## src/rtl/fetch_prefetch_queue.sv

```systemverilog
// Instruction-fetch front end: owns the fetch PC, issues credit-limited sequential
// requests to imem, queues returned words with their PCs, and flushes on redirect.
module fetch_prefetch_queue #(
    parameter logic [31:0] RESET_PC = 32'h0100_0000,
    parameter int unsigned DEPTH    = 4,
    parameter int unsigned CNT_W    = 3
) (
    input  logic             clock,
    input  logic             reset,
    input  logic             redirect_valid,
    input  logic [31:0]      redirect_pc,
    output logic             mem_req_valid,
    output logic [31:0]      mem_req_addr,
    input  logic             mem_req_ready,
    input  logic             mem_resp_valid,
    input  logic [31:0]      mem_resp_data,
    output logic             dec_valid,
    output logic [31:0]      dec_pc,
    output logic [31:0]      dec_inst,
    input  logic             dec_ready,
    output logic [CNT_W-1:0] occupancy
);

    localparam int unsigned PTR_W = (DEPTH > 1) ? $clog2(DEPTH) : 1;
    localparam int unsigned SUM_W = CNT_W + 1;

    if ((DEPTH < 2) || ((DEPTH & (DEPTH - 1)) != 0)) begin : g_bad_depth
        $error("DEPTH must be a power of two and at least 2");
    end
    if ((1 << CNT_W) <= DEPTH) begin : g_bad_cnt_w
        $error("CNT_W too narrow to hold DEPTH");
    end

    logic [31:0]      fetch_pc_q, fetch_pc_d;
    logic [31:0]      track_pc_q, track_pc_d;
    logic [CNT_W-1:0] count_q, count_d;
    logic [CNT_W-1:0] outst_q, outst_d;
    logic [CNT_W-1:0] drop_q, drop_d;
    logic [PTR_W-1:0] rd_ptr_q, rd_ptr_d;
    logic [PTR_W-1:0] wr_ptr_q, wr_ptr_d;
    logic [31:0]      pc_mem_q   [DEPTH];
    logic [31:0]      inst_mem_q [DEPTH];

    logic             has_credit;
    logic [SUM_W-1:0] in_use;
    logic             req_fire;
    logic             resp_take;
    logic             resp_keep;
    logic             pop;
    logic [31:0]      target_pc;
    logic             redirect_lsb_unused;

    assign redirect_lsb_unused = ^redirect_pc[1:0];
    assign target_pc           = {redirect_pc[31:2], 2'b00};

    // Credit: stored entries plus in-flight requests never exceed DEPTH
    always_comb begin
        in_use     = SUM_W'(count_q) + SUM_W'(outst_q);
        has_credit = (in_use < SUM_W'(DEPTH));
    end

    assign mem_req_valid = !reset && !redirect_valid && has_credit;
    assign mem_req_addr  = fetch_pc_q;

    assign dec_valid = !reset && (count_q != '0);
    assign dec_pc    = reset ? 32'h0 : pc_mem_q[rd_ptr_q];
    assign dec_inst  = reset ? 32'h0 : inst_mem_q[rd_ptr_q];
    assign occupancy = reset ? '0 : count_q;

    // Event decode and next-state
    always_comb begin
        req_fire  = mem_req_valid && mem_req_ready;
        resp_take = mem_resp_valid && (outst_q != '0);
        resp_keep = resp_take && (drop_q == '0) && !redirect_valid;
        pop       = dec_valid && dec_ready && !redirect_valid;

        fetch_pc_d = fetch_pc_q;
        track_pc_d = track_pc_q;
        count_d    = count_q;
        drop_d     = drop_q;
        rd_ptr_d   = rd_ptr_q;
        wr_ptr_d   = wr_ptr_q;
        outst_d    = outst_q + CNT_W'(req_fire) - CNT_W'(resp_take);

        if (redirect_valid) begin
            // Everything still in flight belongs to the old path
            fetch_pc_d = target_pc;
            track_pc_d = target_pc;
            count_d    = '0;
            rd_ptr_d   = '0;
            wr_ptr_d   = '0;
            drop_d     = outst_d;
        end else begin
            if (req_fire) begin
                fetch_pc_d = fetch_pc_q + 32'd4;
            end
            if (resp_take && (drop_q != '0)) begin
                drop_d = drop_q - CNT_W'(1);
            end
            if (resp_keep) begin
                wr_ptr_d   = wr_ptr_q + PTR_W'(1);
                track_pc_d = track_pc_q + 32'd4;
            end
            if (pop) begin
                rd_ptr_d = rd_ptr_q + PTR_W'(1);
            end
            count_d = count_q + CNT_W'(resp_keep) - CNT_W'(pop);
        end
    end

    always_ff @(posedge clock) begin
        if (reset) begin
            fetch_pc_q <= RESET_PC;
            track_pc_q <= RESET_PC;
            count_q    <= '0;
            outst_q    <= '0;
            drop_q     <= '0;
            rd_ptr_q   <= '0;
            wr_ptr_q   <= '0;
        end else begin
            fetch_pc_q <= fetch_pc_d;
            track_pc_q <= track_pc_d;
            count_q    <= count_d;
            outst_q    <= outst_d;
            drop_q     <= drop_d;
            rd_ptr_q   <= rd_ptr_d;
            wr_ptr_q   <= wr_ptr_d;
        end
    end

    // Entry storage; written only for responses that survive the drop filter
    always_ff @(posedge clock) begin
        if (reset) begin
            for (int unsigned i = 0; i < DEPTH; i++) begin
                pc_mem_q[i]   <= '0;
                inst_mem_q[i] <= '0;
            end
        end else if (resp_keep) begin
            pc_mem_q[wr_ptr_q]   <= track_pc_q;
            inst_mem_q[wr_ptr_q] <= mem_resp_data;
        end
    end

    resp_without_request_a : assert property (
        @(posedge clock) disable iff (reset) !(mem_resp_valid && (outst_q == '0))
    );

endmodule

```

## config.mk

```make
export PLATFORM = sky130hd
export DESIGN_NAME = fetch_prefetch_queue
export DESIGN_NICKNAME = d
export VERILOG_FILES = /design/src/rtl/fetch_prefetch_queue.sv
export SDC_FILE = /design/constraint.sdc
export NUM_CORES = 1
export LEC_CHECK = 0
export ABC_CLOCK_PERIOD_IN_PS = 8890
export BUFFER_PORTS_ARGS = -buffer_cell sky130_fd_sc_hd__buf_2
export CAP_MARGIN = 10
export CORE_UTILIZATION = 40
export DETAILED_ROUTE_END_ITERATION = 10
export PLACE_DENSITY = 0.68
export SLEW_MARGIN = 20
export SYNTH_ARGS = -nofsm -noshare
export SYNTH_HDL_FRONTEND = slang
export SYNTH_SLANG_ARGS = --single-unit
```

## constraint.sdc

```tcl
create_clock -name clock -period 8.89 [get_ports clock]
set_input_delay 0.4445 -clock clock [delete_from_list [all_inputs] [get_ports clock]]
set_output_delay 0.4445 -clock clock [all_outputs]
set_load 0.01 [all_outputs]
```

==> impl_metrics.json <==
{
  "power_switching_share_pct": 25.15,
  "post_drt_via_cell_ratio": 5.248,
  "peakVddDrop_v": 0.0001130,
  "cp.required_ps": 9240,
  "wirelength_mm": 34.40,
  "gp_congestion": 0.8374,
  "p_leak_uw": 0.006722,
  "overflow": 0,
  "fin_nets": 1448,
  "yosys.area.top_type": "edfxtp_1",
  "fillers": 3351,
  "p_comb_share_pct": 12.0,
  "synth_flop_cell": "edfxtp_1",
  "async_flop_share_pct": 0,
  "syn_area_um2": 14770,
  "crit_chain": "ha_1, nor4b_2, and2_1, inv_2, ha_1, inv_1, ha_1, fa_1, xnor2_1, xnor2_1, a211oi_1",
  "die_width_um": 194.1,
  "synth_area_leaders": "edfxtp_1 50%, dfxtp_1 10%, mux4_2 9.5%",
  "worstSetupEndpointType": "flip-flop",
  "critPathKind": "flip-flop to flip-flop",
  "crit_start": "outst_q[2]",
  "cts_resized": 0,
  "seqPwrFrac_pct": 50.1,
  "core_region_area_um2": 36430,
  "grt_first_pass_wirelength_mm": 54.34,
  "numPortBuffers": 164,
  "crit_top_cell": "ha_1",
  "drive_gt1_share_pct": 22.40,
  "clock_path_buffers": 3,
  "vias": 9767,
  "rows": 70,
  "seq_area_frac_synth_pct": 60.59,
  "synth.top_cell.area_share_pct": 50.43,
  "antenna_found_initial": 0,
  "final-instance-count-excl-fill": 1861,
  "hold_path.class": "primary input to flip-flop",
  "layout_worst_path_cycle_share_pct": 38.54,
  "drtAntennaViolNets": 0,
  "intPower_uw": 2686,
  "clkTransAtPathRegs_ps": 60,
  "numCtsBuffers": 35,
  "timing.final.ws_setup_ps": 5463,
  "h-tree-depth": 2,
  "root_buffer": "clkbuf_16",
  "drtPass1Iterations": 4,
  "cts_tree": "yes",
  "worst_hold_slack_ps": 181.9,
  "post_drt_wl_per_cell_um": 18.48,
  "fmax_mhz": 291.8,
  "slew_headroom_pct": 33.02,
  "drv_slew": 0,
  "diodes": 0,
  "grt_max_degree": 78,
  "status": "finished clean",
  "synthCells": 1224,
  "syn_area_per_cell_um2": 12.07,
  "max_cap_violations": 0,
  "drtIter0Drc": 687,
  "worst_pin_slew_ps": 1005,
  "areaGrowthSynthToFinish_pct": 15.73,
  "start_util_pct": 40.53,
  "drc": 0,
  "die-height_um": 194.1,
  "synthDistinctLibCells": 57,
  "clk_latency_ps": 520,
  "critPathArrivalTime_ps": 3780,
  "post-cts-setup-buffers": 0,
  "powerDensity_nw_per_um2": 210.0,
  "fin_crit_ps": 3427,
  "skew_ps": 19.48,
  "grt.total_usage_pct": 18.35,
  "die-area_um2": 37690,
  "clkPwrFrac_pct": 37.8,
  "cp_slowest_stage_delay_ps": 490,
  "grt_pass1_vias": 9967,
  "hold_buffers": 0,
  "synth_edf_count": 248,
  "synth_seq_cells": 323,
  "worstHoldStart": "redirect_pc[24]",
  "hold_viol_final": 0,
  "dp.cells": 1797,
  "place_ws_ps": 5331,
  "yosysWarnings": 0,
  "p_sw_uw": 902.5,
  "timing.rr.start": "outst_q[2]",
  "ioPinCount": 171,
  "startpoint_type": "flip-flop",
  "place_hpwl_mm": 19.82,
  "setup-tns-final_ps": 0,
  "finalSetupViolCount": 0,
  "grt_setup_unrepaired": "no",
  "cts.sinks": 323,
  "worstPathMaxFanout": 20,
  "critPathSlowestCell": "and2_1"
}
[cells in the final DEF, fill, tap and decap left out, types with 9 or more instances in the layout]
cell,instances
o21ai_0,10
nand2_1,99
ha_1,10
dfxtp_1,73
buf_4,14
mux4_2,62
clkinv_2,10
a31oi_1,13
inv_1,77
nor2_1,221
and2_1,67
a21boi_0,19
a211oi_1,17
clkbuf_16,36
o21a_1,11
xor2_1,26
nand4_1,23
edfxtp_1,248
or3_1,9
xnor2_1,22
buf_2,164
nand3_1,29
a21oi_1,21
and3_1,13
nor3_1,12
[metal layers]
layer | share of wire [%] | GRT usage, % | wire [um] | vias up
met3 | 5.3 | 2.487 | 1819 | 49
met5 | 0 | 0 | 0 | -
met2 | 48 | 30.40 | 16480 | 295
met1 | 45 | 25.45 | 15460 | 4793
li1 | - | - | - | 4630
met4 | 1.9 | 4.644 | 637 | 0
[Yosys cell counts (3+ instances only)]
cell type	count
edfxtp_1	248
and3_1	13
a21boi_0	19
mux4_2	62
buf_6	3
buf_4	4
buf_1	7
o211ai_1	5
clkbuf_1	49
and2_1	67
nand2b_1	4
xnor2_1	22
dfxtp_1	75
o21a_1	11
ha_1	10
o31a_1	4
a211oi_1	17
and4_1	4
nor3_1	12
a31oi_1	13
or3_1	9
nand2_1	99
inv_1	77
nor4_1	4
nand3_1	29
nor2b_1	5
o21ai_0	12
nor2_1	222
nand4_1	23
xor2_1	26
o311ai_0	3
a21oi_1	21
buf_2	13
[cell type report]
cell class	instances	area, um^2	share of cell area [%]
multi-input cells	748	5256	30.75
clock inverters	20	138.9	0.8126
inverters	80	300.3	1.757
repair buffers	178	925.9	5.417
well taps	468	585.6	3.426
flip-flops and latches	323	8954	52.39
clock buffers	44	930.9	5.447
[worst max-delay path: cells and delay by family (launching register included)]
kind,cells,cell delay [ps]
fa+ha+maj,4,1200
simple gates,2,910
flops,1,410
xor+xnor,2,360
buf+inv,2,320
compound gates,1,90
[path summary, 6_finish.rpt]
kind / cells after the start / slack (ps) / endpoint
worst max register to register: 11 / 5460 / drop_q[2]
worst max-delay path: 11 / 5460 / drop_q[2]
worst min-delay path: 2 / 180 / track_pc_q[24]
worst min register to register: 2 / 520 / mem_req_addr[26]
[through the flow]
stage                     util, %  cell area (um^2)  total power, uW
after floorplan                 -             14780             2114
after global placement      43.95             16010             2255
after detailed placement    43.95             16010             2265
after CTS                   46.89             17080             3626
after global routing        46.91             17090             3733
final                       46.91             17090             3589
[registers in the layout, summed over array words and instances (netlist names), named ones only]
name and cells:
count_q 3, drop_q 3, inst_mem_q 128, mem_req_addr 30, outst_q 3, pc_mem_q 120
rd_ptr_q 2, track_pc_q 30, wr_ptr_q 2
[logic make-up (layout without fill, tap and decap cells)]
family / after synthesis / after routing / share of synthesized area [%]
buffers and inverters: 156 / 322 / 4.329
adders and majority gates: 12 / 12 / 1.118
DFF: 323 / 323 / 60.59
xor gates and xnor gates: 48 / 48 / 2.847
AOI/OAI and AO/OA: 115 / 115 / 5.414
other: 1 / 4 / 0.02539
muxes: 64 / 64 / 9.591
and+or+nand+nor: 505 / 505 / 16.08
[power by group through the flow]
| stage | Combinational, uW | Clock, uW | Sequential (uW) |
|---|---|---|---|
| final | 432 | 1360 | 1800 |
| after global routing | 479 | 1440 | 1810 |
| after CTS | 437 | 1390 | 1800 |
| after detailed placement | 435 | 0 | 1830 |
| after global placement | 430 | 0 | 1820 |
| after floorplan | 288 | 0 | 1830 |
Power figures use the tool's default switching activity.
